[config.mk]
export PLATFORM = sky130hd
export DESIGN_NAME = mem_bus_arbiter_flat
export DESIGN_NICKNAME = d
export VERILOG_FILES = /design/src/rtl/mem_bus_arbiter_if.sv /design/src/rtl/mem_bus_arbiter.sv /design/src/flat_wrapper.sv
export SDC_FILE = /design/constraint.sdc
export NUM_CORES = 1
export LEC_CHECK = 0
export CAP_MARGIN = 20
export CORE_MARGIN = 5
export CORE_UTILIZATION = 39
export DETAILED_ROUTE_END_ITERATION = 7
export GPL_TIMING_DRIVEN = 0
export PLACE_DENSITY_LB_ADDON = 0.12
export SETUP_SLACK_MARGIN = 0.4
export SLEW_MARGIN = 0
export SYNTH_ARGS = -nofsm -noshare
export SYNTH_HDL_FRONTEND = slang
export SYNTH_SLANG_ARGS = --single-unit
[constraint.sdc]
create_clock -name clk -period 3.1 [get_ports clk]
set_input_delay 0.62 -clock clk [delete_from_list [all_inputs] [get_ports clk]]
set_output_delay 0.62 -clock clk [all_outputs]
set_load 0.01 [all_outputs]
[src/rtl/mem_bus_arbiter_if.sv]
// Requester, bus-slave and status signals of the single-port memory arbiter.
// slave: arbiter side; master: pipeline core plus memory wrapper side.
interface mem_bus_arbiter_if #(
    parameter int ADDR_W = 32,
    parameter int DATA_W = 32
);
    logic              if_req_i;
    logic [ADDR_W-1:0] if_addr_i;
    logic              if_ack_o;
    logic [DATA_W-1:0] if_rdata_o;

    logic              dm_req_i;
    logic              dm_we_i;
    logic [3:0]        dm_sel_i;
    logic [ADDR_W-1:0] dm_addr_i;
    logic [DATA_W-1:0] dm_wdata_i;
    logic              dm_ack_o;
    logic [DATA_W-1:0] dm_rdata_o;

    logic              bus_req_o;
    logic              bus_we_o;
    logic [3:0]        bus_sel_o;
    logic [ADDR_W-1:0] bus_addr_o;
    logic [DATA_W-1:0] bus_wdata_o;
    logic              bus_ack_i;
    logic [DATA_W-1:0] bus_rdata_i;

    logic              stallreq_o;
    logic              bus_err_o;

    modport slave (
        input  if_req_i, if_addr_i,
        output if_ack_o, if_rdata_o,
        input  dm_req_i, dm_we_i, dm_sel_i, dm_addr_i, dm_wdata_i,
        output dm_ack_o, dm_rdata_o,
        output bus_req_o, bus_we_o, bus_sel_o, bus_addr_o, bus_wdata_o,
        input  bus_ack_i, bus_rdata_i,
        output stallreq_o, bus_err_o
    );

    modport master (
        output if_req_i, if_addr_i,
        input  if_ack_o, if_rdata_o,
        output dm_req_i, dm_we_i, dm_sel_i, dm_addr_i, dm_wdata_i,
        input  dm_ack_o, dm_rdata_o,
        input  bus_req_o, bus_we_o, bus_sel_o, bus_addr_o, bus_wdata_o,
        output bus_ack_i, bus_rdata_i,
        input  stallreq_o, bus_err_o
    );
endinterface

[src/rtl/mem_bus_arbiter.sv]
// Shares one bus slave between fetch and data requesters, data first.
// Optional BUS_TIMEOUT_EN: abort a stalled transfer after TIMEOUT_CYCLES.
module mem_bus_arbiter #(
    parameter int ADDR_W         = 32,
    parameter int DATA_W         = 32,
    parameter int TIMEOUT_CYCLES = 255
) (
    input logic              clk,
    input logic              rst,
    mem_bus_arbiter_if.slave mb
);
    typedef enum logic [1:0] {IDLE, IF_BUSY, DM_BUSY} state_e;

    state_e            state_q;
    logic              bus_req_q;
    logic              bus_we_q;
    logic [3:0]        bus_sel_q;
    logic [ADDR_W-1:0] bus_addr_q;
    logic [DATA_W-1:0] bus_wdata_q;

    logic              timeout;
    logic              done;
    logic [DATA_W-1:0] rsp_data;
    logic              if_hit;
    logic              dm_hit;

`ifdef BUS_TIMEOUT_EN
    localparam int CW = $clog2(TIMEOUT_CYCLES + 1);
    logic [CW-1:0] cnt_q;
    logic [CW-1:0] cnt_d;

    assign timeout = (state_q != IDLE) && !mb.bus_ack_i &&
                     (cnt_q == CW'(TIMEOUT_CYCLES));
    assign rsp_data = timeout ? DATA_W'(32'hDEAD_BEEF) : mb.bus_rdata_i;

    always_comb begin
        cnt_d = cnt_q;
        if (state_q == IDLE) cnt_d = '0;
        else if (!done)      cnt_d = cnt_q + CW'(1);
    end

    always_ff @(posedge clk or negedge rst) begin
        if (!rst) cnt_q <= '0;
        else      cnt_q <= cnt_d;
    end
`else
    assign timeout  = 1'b0;
    assign rsp_data = mb.bus_rdata_i;
`endif

    assign done   = mb.bus_ack_i | timeout;
    assign if_hit = (state_q == IF_BUSY) & done & mb.if_req_i;
    assign dm_hit = (state_q == DM_BUSY) & done & mb.dm_req_i;

    assign mb.if_ack_o    = if_hit;
    assign mb.if_rdata_o  = if_hit ? rsp_data : '0;
    assign mb.dm_ack_o    = dm_hit;
    assign mb.dm_rdata_o  = dm_hit ? rsp_data : '0;
    assign mb.bus_err_o   = timeout;
    assign mb.bus_req_o   = bus_req_q;
    assign mb.bus_we_o    = bus_we_q;
    assign mb.bus_sel_o   = bus_sel_q;
    assign mb.bus_addr_o  = bus_addr_q;
    assign mb.bus_wdata_o = bus_wdata_q;

    // Gated by rst so the stall drops as soon as reset asserts.
    assign mb.stallreq_o = rst & ((mb.if_req_i & ~if_hit) |
                                  (mb.dm_req_i & ~dm_hit));

    always_ff @(posedge clk or negedge rst) begin
        if (!rst) begin
            state_q     <= IDLE;
            bus_req_q   <= 1'b0;
            bus_we_q    <= 1'b0;
            bus_sel_q   <= '0;
            bus_addr_q  <= '0;
            bus_wdata_q <= '0;
        end else begin
            unique case (state_q)
                IDLE: begin
                    if (mb.dm_req_i) begin
                        state_q     <= DM_BUSY;
                        bus_req_q   <= 1'b1;
                        bus_we_q    <= mb.dm_we_i;
                        bus_sel_q   <= mb.dm_sel_i;
                        bus_addr_q  <= mb.dm_addr_i;
                        bus_wdata_q <= mb.dm_wdata_i;
                    end else if (mb.if_req_i) begin
                        state_q     <= IF_BUSY;
                        bus_req_q   <= 1'b1;
                        bus_we_q    <= 1'b0;
                        bus_sel_q   <= 4'b1111;
                        bus_addr_q  <= mb.if_addr_i;
                        bus_wdata_q <= '0;
                    end
                end
                IF_BUSY, DM_BUSY: begin
                    if (done) begin
                        state_q     <= IDLE;
                        bus_req_q   <= 1'b0;
                        bus_we_q    <= 1'b0;
                        bus_sel_q   <= '0;
                        bus_addr_q  <= '0;
                        bus_wdata_q <= '0;
                    end
                end
                default: state_q <= IDLE;
            endcase
        end
    end
endmodule

[src/flat_wrapper.sv]
// flat-port wrapper written by rule: the top's interface ports become plain ports
module mem_bus_arbiter_flat 
#(
    parameter int ADDR_W         = 32,
    parameter int DATA_W         = 32,
    parameter int TIMEOUT_CYCLES = 255
)
  (clk, rst, mb_if_req_i, mb_if_addr_i, mb_if_ack_o, mb_if_rdata_o, mb_dm_req_i, mb_dm_we_i, mb_dm_sel_i, mb_dm_addr_i, mb_dm_wdata_i, mb_dm_ack_o, mb_dm_rdata_o, mb_bus_req_o, mb_bus_we_o, mb_bus_sel_o, mb_bus_addr_o, mb_bus_wdata_o, mb_bus_ack_i, mb_bus_rdata_i, mb_stallreq_o, mb_bus_err_o);
  mem_bus_arbiter_if #(.ADDR_W(ADDR_W), .DATA_W(DATA_W)) mb_i ();
  input logic clk;
  input logic rst;
  input wire logic [$bits(mb_i.if_req_i)-1:0] mb_if_req_i;
  input wire logic [$bits(mb_i.if_addr_i)-1:0] mb_if_addr_i;
  output wire logic [$bits(mb_i.if_ack_o)-1:0] mb_if_ack_o;
  output wire logic [$bits(mb_i.if_rdata_o)-1:0] mb_if_rdata_o;
  input wire logic [$bits(mb_i.dm_req_i)-1:0] mb_dm_req_i;
  input wire logic [$bits(mb_i.dm_we_i)-1:0] mb_dm_we_i;
  input wire logic [$bits(mb_i.dm_sel_i)-1:0] mb_dm_sel_i;
  input wire logic [$bits(mb_i.dm_addr_i)-1:0] mb_dm_addr_i;
  input wire logic [$bits(mb_i.dm_wdata_i)-1:0] mb_dm_wdata_i;
  output wire logic [$bits(mb_i.dm_ack_o)-1:0] mb_dm_ack_o;
  output wire logic [$bits(mb_i.dm_rdata_o)-1:0] mb_dm_rdata_o;
  output wire logic [$bits(mb_i.bus_req_o)-1:0] mb_bus_req_o;
  output wire logic [$bits(mb_i.bus_we_o)-1:0] mb_bus_we_o;
  output wire logic [$bits(mb_i.bus_sel_o)-1:0] mb_bus_sel_o;
  output wire logic [$bits(mb_i.bus_addr_o)-1:0] mb_bus_addr_o;
  output wire logic [$bits(mb_i.bus_wdata_o)-1:0] mb_bus_wdata_o;
  input wire logic [$bits(mb_i.bus_ack_i)-1:0] mb_bus_ack_i;
  input wire logic [$bits(mb_i.bus_rdata_i)-1:0] mb_bus_rdata_i;
  output wire logic [$bits(mb_i.stallreq_o)-1:0] mb_stallreq_o;
  output wire logic [$bits(mb_i.bus_err_o)-1:0] mb_bus_err_o;
  assign mb_i.if_req_i = mb_if_req_i;
  assign mb_i.if_addr_i = mb_if_addr_i;
  assign mb_if_ack_o = mb_i.if_ack_o;
  assign mb_if_rdata_o = mb_i.if_rdata_o;
  assign mb_i.dm_req_i = mb_dm_req_i;
  assign mb_i.dm_we_i = mb_dm_we_i;
  assign mb_i.dm_sel_i = mb_dm_sel_i;
  assign mb_i.dm_addr_i = mb_dm_addr_i;
  assign mb_i.dm_wdata_i = mb_dm_wdata_i;
  assign mb_dm_ack_o = mb_i.dm_ack_o;
  assign mb_dm_rdata_o = mb_i.dm_rdata_o;
  assign mb_bus_req_o = mb_i.bus_req_o;
  assign mb_bus_we_o = mb_i.bus_we_o;
  assign mb_bus_sel_o = mb_i.bus_sel_o;
  assign mb_bus_addr_o = mb_i.bus_addr_o;
  assign mb_bus_wdata_o = mb_i.bus_wdata_o;
  assign mb_i.bus_ack_i = mb_bus_ack_i;
  assign mb_i.bus_rdata_i = mb_bus_rdata_i;
  assign mb_stallreq_o = mb_i.stallreq_o;
  assign mb_bus_err_o = mb_i.bus_err_o;
  mem_bus_arbiter #(.ADDR_W(ADDR_W), .DATA_W(DATA_W), .TIMEOUT_CYCLES(TIMEOUT_CYCLES)) u_core (.clk(clk), .rst(rst), .mb(mb_i));
endmodule
==> flow_metrics.py, run 1 <==
metrics = {
    "setup_path": {
        "cpMaxStageDelayCell": "clkdlybuf4s50_1",
        "worstPathArrival_ns": 2.06,
        "crit_type": "reg -> out",
        "rrSetupSlack_ns": 1.13,
        "crit_fanout": 10,
        "cp.required_ns": 2.48,
        "end_kind": "output port",
        "max_stage_delay_ns": 0.53,
        "crit_chain": "inv_1, ha_1, and3_4, buf_4, and2_1, clkdlybuf4s50_1",
        "start_kind": "register",
    },
    "detailed_routing": {
        "drtIter0Drc": 151,
        "ant_nets": 0,
        "viasPerCell": 4.75,
        "route.detailed.drc": 0,
        "routed_wl_microns": 14400,
        "num_vias": 3952,
        "routedWlPerCell_microns": 17.3,
        "drtPass1Iterations": 4,
    },
    "sta": {
        "tightest_slew_ns": 0.667,
        "max_freq_mhz": 374,
        "fin_crit_ns": 2.68,
        "drv_slew": 0,
        "finalSetupViolCount": 0,
        "slew_headroom_pct": 55.5,
        "fin_skew_ns": 0.00489,
        "timing.final.crit_share_pct": 86.3,
        "hold_violations": 0,
        "fin_ws_ns": 0.424,
        "rsz0062_at_grt": "yes",
    },
    "power_and_ir_drop": {
        "power.internal_mw": 3.74,
        "p_leak_nw": 3.67,
        "peakVddDrop_mv": 0.447,
        "powerDensity_nw_per_um2": 780,
        "switchingPower_mw": 2.02,
        "combPwrFrac_pct": 58.7,
        "p_sw_share_pct": 35.0,
        "seqPwrFrac_pct": 26.2,
        "power_frac_clock_pct": 15.1,
    },
    "clock_network": {
        "clkLatencyLatePin_ns": 0.34,
        "cts_sinks": 72,
        "tritoncts": "done",
        "postCtsHoldBufs": 0,
        "cts_buffers": 9,
        "htree_levels": 3,
        "cts_root_buf": "clkbuf_8",
        "clkTransAtPathRegs_ns": 0.07,
        "cts_buffer_depth": 2,
    },
    "placement": {
        "dp_slack_ns": -0.224,
        "gp_congestion": 0.792,
        "dp.cells": 813,
        "numPortBuffers": 274,
        "post-dp-hpwl_microns": 11500,
    },
    "floorplan": {
        "rows": 37,
        "die_w_microns": 113,
        "coreArea_sq_um": 10400,
        "start_util_pct": 40.3,
        "fp.dieH_microns": 113,
        "design.die.area_sq_um": 12900,
        "ios": 276,
    },
    "synthesis": {
        "synth_ff_type": "dfrtp_1",
        "yosysWarnings": 0,
        "synth_cell_types": 27,
        "synthTopCellsByCount": "dfrtp_1, and2_1, inv_1",
        "synth-seq-area-share_pct": 43.2,
        "synth_area_sq_um": 4180,
        "synthMostInstantiatedCell": "dfrtp_1",
        "synthTopCellsByArea": "dfrtp_1, mux2_4, and2_1",
        "syn_area_per_cell_sq_um": 10.4,
        "synth_top_area_share_pct": 43.2,
        "synth-async-reset-ratio_pct": 100,
        "syn-num-nets": 544,
        "synth.largest_area_cell": "dfrtp_1",
        "synthCells": 403,
        "synth_edf_count": 0,
        "synth_seq_cells": 72,
    },
    "cells_and_area": {
        "layout-drive-gt1-share_pct": 12.5,
        "diodes": 0,
        "seq_area_sq_um": 1800,
        "fin_nets": 832,
        "multiInputGateArea_sq_um": 2040,
        "layout.cells.non_filler": 832,
        "fillerInstances": 787,
        "syn_to_final_growth_pct": 76.9,
    },
    "grt": {
        "overflow": 0,
        "antenna_found_initial": 0,
        "grt_usage_pct": 21.6,
        "first_global_vias": 4119,
        "grt_max_degree": 74,
        "grt_pass1_wl_microns": 22200,
    },
    "hold_path": {
        "worstHoldPathType": "in -> async",
    },
    "outcome": {
        "status": "complete, no violations",
    },
    "flow_run": {
        "cap_violations": 0,
    },
}
## critical path, delay by kind of cell (launching register included)
family	cells	cell delay [ns]
buffers and inverters	3	0.78
DFF	1	0.38
and+or+nand+nor	2	0.37
adders and majority gates	1	0.18
## logic make-up after synthesis
logic type                 count (synthesis)  synth area share [%]
DFF                                       72                  43.2
adders and majority gates                  3                 0.899
and+or+nand+nor                          139                  21.0
muxes                                     68                  20.6
other                                      1                0.0898
buffers and inverters                     74                  8.18
AOI/OAI and AO/OA                         46                  6.08
## what timing repair did
action / 4_1_cts / 5_1_grt
gates resized for setup: 70 / 14
endpoints found under the setup margin: 67 / 18
setup buffers: 1 / 2
gates cloned: 0 / 0
## metal layers
layer / vias to the layer above / global-route usage [%] / wire (microns)
met5: - / 0 / 0
met1: 1875 / 26.6 / 5850
met3: 21 / 7.32 / 1200
li1: 1917 / - / -
met2: 139 / 36.6 / 7150
met4: 0 / 5.37 / 225
## flip-flops by register name, indices dropped and copies added, names as in the netlist
signal,count
u_core.mb.bus_addr_o,32
u_core.mb.bus_req_o,1
u_core.mb.bus_sel_o,4
u_core.mb.bus_wdata_o,32
u_core.mb.bus_we_o,1
u_core.state_q,2
## per-stage QoR
stage	utilization (%)	instance area (sq um)	total power [mW]	TNS [ns]	hold WS [ns]
after floorplan	-	4180	3.52	0	0.324
after global placement	68.4	7090	4.86	-81.73	0.494
after detailed placement	68.3	7090	4.94	-8.40	0.493
after CTS	70.8	7340	5.83	0	0.302
after global routing	71.2	7390	6.12	0	0.332
final	71.2	7390	5.76	0	0.284
## power groups by stage
stage	clock (mW)	sequential, mW	combinational (mW)
global route	0.923	1.56	3.64
detailed placement	0	1.51	3.42
finish	0.871	1.51	3.38
global placement	0	1.51	3.35
floorplan	0	1.65	1.87
CTS	0.888	1.51	3.43
## placed cells by master (no fill, tap or decap)
master           Yosys  layout
clkdlybuf4s50_1      0     214
dfrtp_1             72      72
and2_1              64      64
dlygate4sd2_1        0      45
inv_1               40      40
mux2_4              36      36
nor2_1              33      33
nand4b_1            33      33
mux2i_1             32      32
o21ai_0             25      25
clkbuf_8             0      15
dlymetal6s2s_1       0      13
clkbuf_1            16      10
o21ai_1             10      10
buf_4                4       8
buf_2                9       8
buf_6                5       7
a21oi_1              7       7
ha_1                 3       3
and3_4               0       2
clkbuf_4             0       2
nand2_1              2       2
bufinv_16            0       2
clkinvlp_4           0       2
a22oi_1              1       1
nor2b_1              1       1
nand2b_4             1       1
nand2b_2             1       1
o221a_4              1       1
nand2b_1             1       1
o21a_1               1       1
nor3b_1              1       1
a31o_2               1       1
conb_1               1       1
clkdlybuf4s15_2      0       1
## path summary, 6_finish.rpt
check | startpoint | endpoint | cells past startpoint
setup / recovery | u_core.state_q[1] | mb_if_rdata_o[27] | 6
hold / removal | rst | u_core.mb.bus_wdata_o[13] | 1
setup reg to reg | u_core.state_q[0] | u_core.mb.bus_addr_o[24] | 7
hold reg to reg | u_core.mb.bus_addr_o[18] | u_core.mb.bus_addr_o[18] | 1
max in group asynchronous | rst | u_core.mb.bus_addr_o[17] | 1
min in group clk | u_core.mb.bus_addr_o[18] | u_core.mb.bus_addr_o[18] | 1
## area by class of cell
cell class	instances	share of cell area [%]
well taps	136	2.30
inverters	40	2.03
clock inverters	4	1.02
flip-flops and latches	72	24.4
repair buffers	277	37.1
clock buffers	12	2.24
plain buffers	34	3.24
multi-input cells	257	27.6
(Power assumes the default switching activity.)
==> run 2: changes to the inputs <==
CAP_MARGIN = unset   (was 20)
==> results of run 2 <==
The final DEF is identical to that of run 1; final timing and power are the same.
==> run 3: changes to the inputs <==
CORE_UTILIZATION = 40   (was 39)
CTS_BUF_LIST = sky130_fd_sc_hd__clkbuf_8   (was unset)
==> flow_metrics.py, run 3 (synthesized netlist as in run 1, its figures left out) <==
metrics = {
    "detailed_routing": {
        "viasPerCell": 4.78,
        "routed_wl_microns": 14400,
        "drtPass1Iterations": 4,
        "drtIter0Drc": 184,
        "routedWlPerCell_microns": 17.4,
        "route.detailed.drc": 0,
        "num_vias": 3974,
        "ant_nets": 0,
    },
    "clock_network": {
        "clkLatencyLatePin_ns": 0.34,
        "cts_sinks": 72,
        "postCtsHoldBufs": 0,
        "tritoncts": "done",
        "cts_buffers": 9,
        "clkTransAtPathRegs_ns": 0.08,
        "cts_root_buf": "clkbuf_8",
        "cts_buffer_depth": 2,
        "htree_levels": 3,
    },
    "setup_path": {
        "end_kind": "output port",
        "start_kind": "register",
        "crit_type": "reg -> out",
        "crit_fanout": 10,
        "reg2reg_from": "u_core.state_q[1]",
        "reg2reg_to": "u_core.mb.bus_addr_o[24]",
        "rrSetupSlack_ns": 1.13,
        "cp.required_ns": 2.48,
        "worstPathArrival_ns": 1.99,
        "rr_worst_depth": 7,
    },
    "cells_and_area": {
        "layout_common_cells": "clkdlybuf4s50_1, dfrtp_1, and2_1",
        "fillerInstances": 804,
        "layout-drive-gt1-share_pct": 12.4,
        "final_area_sq_um": 7420,
        "fin_nets": 831,
        "syn_to_final_growth_pct": 77.6,
        "diodes": 0,
        "final_common_cell": "clkdlybuf4s50_1",
    },
    "power_and_ir_drop": {
        "powerDensity_nw_per_um2": 770,
        "peakVddDrop_mv": 0.440,
        "p_leak_nw": 3.80,
    },
    "hold_path": {
        "worstHoldPathType": "in -> async",
    },
    "floorplan": {
        "ios": 276,
        "start_util_pct": 40.8,
        "die_w_microns": 112,
        "coreArea_sq_um": 10200,
        "design.die.area_sq_um": 12600,
        "rows": 37,
        "fp.dieH_microns": 112,
    },
    "grt": {
        "grt_max_degree": 68,
        "grt_pass1_wl_microns": 22600,
        "first_global_vias": 4119,
        "overflow": 0,
        "grt_usage_pct": 22.4,
        "antenna_found_initial": 0,
    },
    "sta": {
        "fin_skew_ns": 0.0115,
        "timing.final.crit_share_pct": 84.3,
        "finalSetupViolCount": 0,
        "max_freq_mhz": 383,
        "whs_ns": 0.0811,
        "hold_violations": 0,
        "fin_crit_ns": 2.61,
        "fin_ws_ns": 0.487,
        "drv_slew": 0,
        "rsz0062_at_grt": "yes",
    },
    "placement": {
        "dp_slack_ns": -0.164,
        "post-dp-hpwl_microns": 11400,
        "place_area_sq_um": 7110,
        "numPortBuffers": 274,
        "gp_congestion": 0.883,
    },
    "flow_run": {
        "cap_violations": 0,
    },
    "outcome": {
        "status": "complete, no violations",
    },
}
-- run 3: changes by cell type in the layout (fill, tap and decap cells not counted) --
cell	before	now
buf_16	0	1
buf_4	8	6
buf_6	7	5
buf_8	0	1
clkbuf_8	15	13
clkdlybuf4s50_1	214	211
clkinv_2	0	2
clkinv_4	0	3
clkinvlp_4	2	0
dlygate4sd2_1	45	39
dlymetal6s2s_1	13	22
-- run 3: power breakdown --
| group | switching (mW) | internal (mW) | leakage [nW] |
|---|---|---|---|
| registers | 0.208 | 1.31 | 0.929 |
| clock network | 0.364 | 0.454 | 0.113 |
| logic | 1.46 | 1.92 | 2.76 |
| total | 2.03 | 3.68 | 3.80 |
-- run 3: timing repair --
item / in CTS / in global routing
endpoints found under the setup margin: 67 / 22
gates cloned: 0 / 0
gates resized for setup: 64 / 23
buffers inserted: 0 / 1
endpoints found under the hold margin: 0 / 0
-- run 3: worst max path at each step --
| stage | startpoint | endpoint | slack (ns) | cells after the start |
|---|---|---|---|---|
| 6_report | u_core.state_q[1] | mb_if_ack_o | 0.49 | 5 |
| 2_1_floorplan | mb_bus_ack_i | mb_if_rdata_o[20] | 1.17 | 3 |
| 4_1_cts | u_core.state_q[1] | mb_if_rdata_o[16] | 0.33 | 6 |
| 5_1_grt | u_core.state_q[0] | mb_dm_rdata_o[1] | 0.38 | 6 |
| 3_3_place_gp | rst | mb_stallreq_o | -1.89 | 3 |
| 3_5_place_dp | mb_dm_req_i | mb_dm_rdata_o[18] | -0.16 | 5 |
-- run 3: critical path: stages (launching register included) --
cell and delay (ns):
dfrtp_1 0.40, inv_1 0.11, ha_1 0.18, and3_4 0.22, clkbuf_4 0.20, clkdlybuf4s50_1 0.56
-- run 3: per-stage QoR --
stage          utilization (%)  total power, mW  TNS, ns  instances
5_1_grt                   72.5             6.09        0        831
4_1_cts                   71.8             5.78        0        830
3_5_place_dp              69.5             4.93    -5.39        814
3_3_place_gp              69.3             4.85   -82.08        813
2_1_floorplan                -             3.52        0        403
6_report                  72.5             5.71        0        831
-- run 3: layer usage --
metal / vias to the layer above / routed length, microns / track usage, %
met3: 12 / 1200 / 8.03
met5: - / 0 / 0
met4: 0 / 128 / 3.85
met1: 1894 / 5940 / 28.1
met2: 152 / 7170 / 37.7
li1: 1916 / - / -
-- run 3: layout make-up --
type / count / area [sq um] / share of cell area (%)
multi-input cells: 257 / 2040 / 27.5
clock inverters: 7 / 96.3 / 1.30
plain buffers: 34 / 249 / 3.36
inverters: 40 / 150 / 2.02
well taps: 136 / 170 / 2.29
repair buffers: 276 / 2780 / 37.5
clock buffers: 9 / 124 / 1.67
flip-flops and latches: 72 / 1800 / 24.3
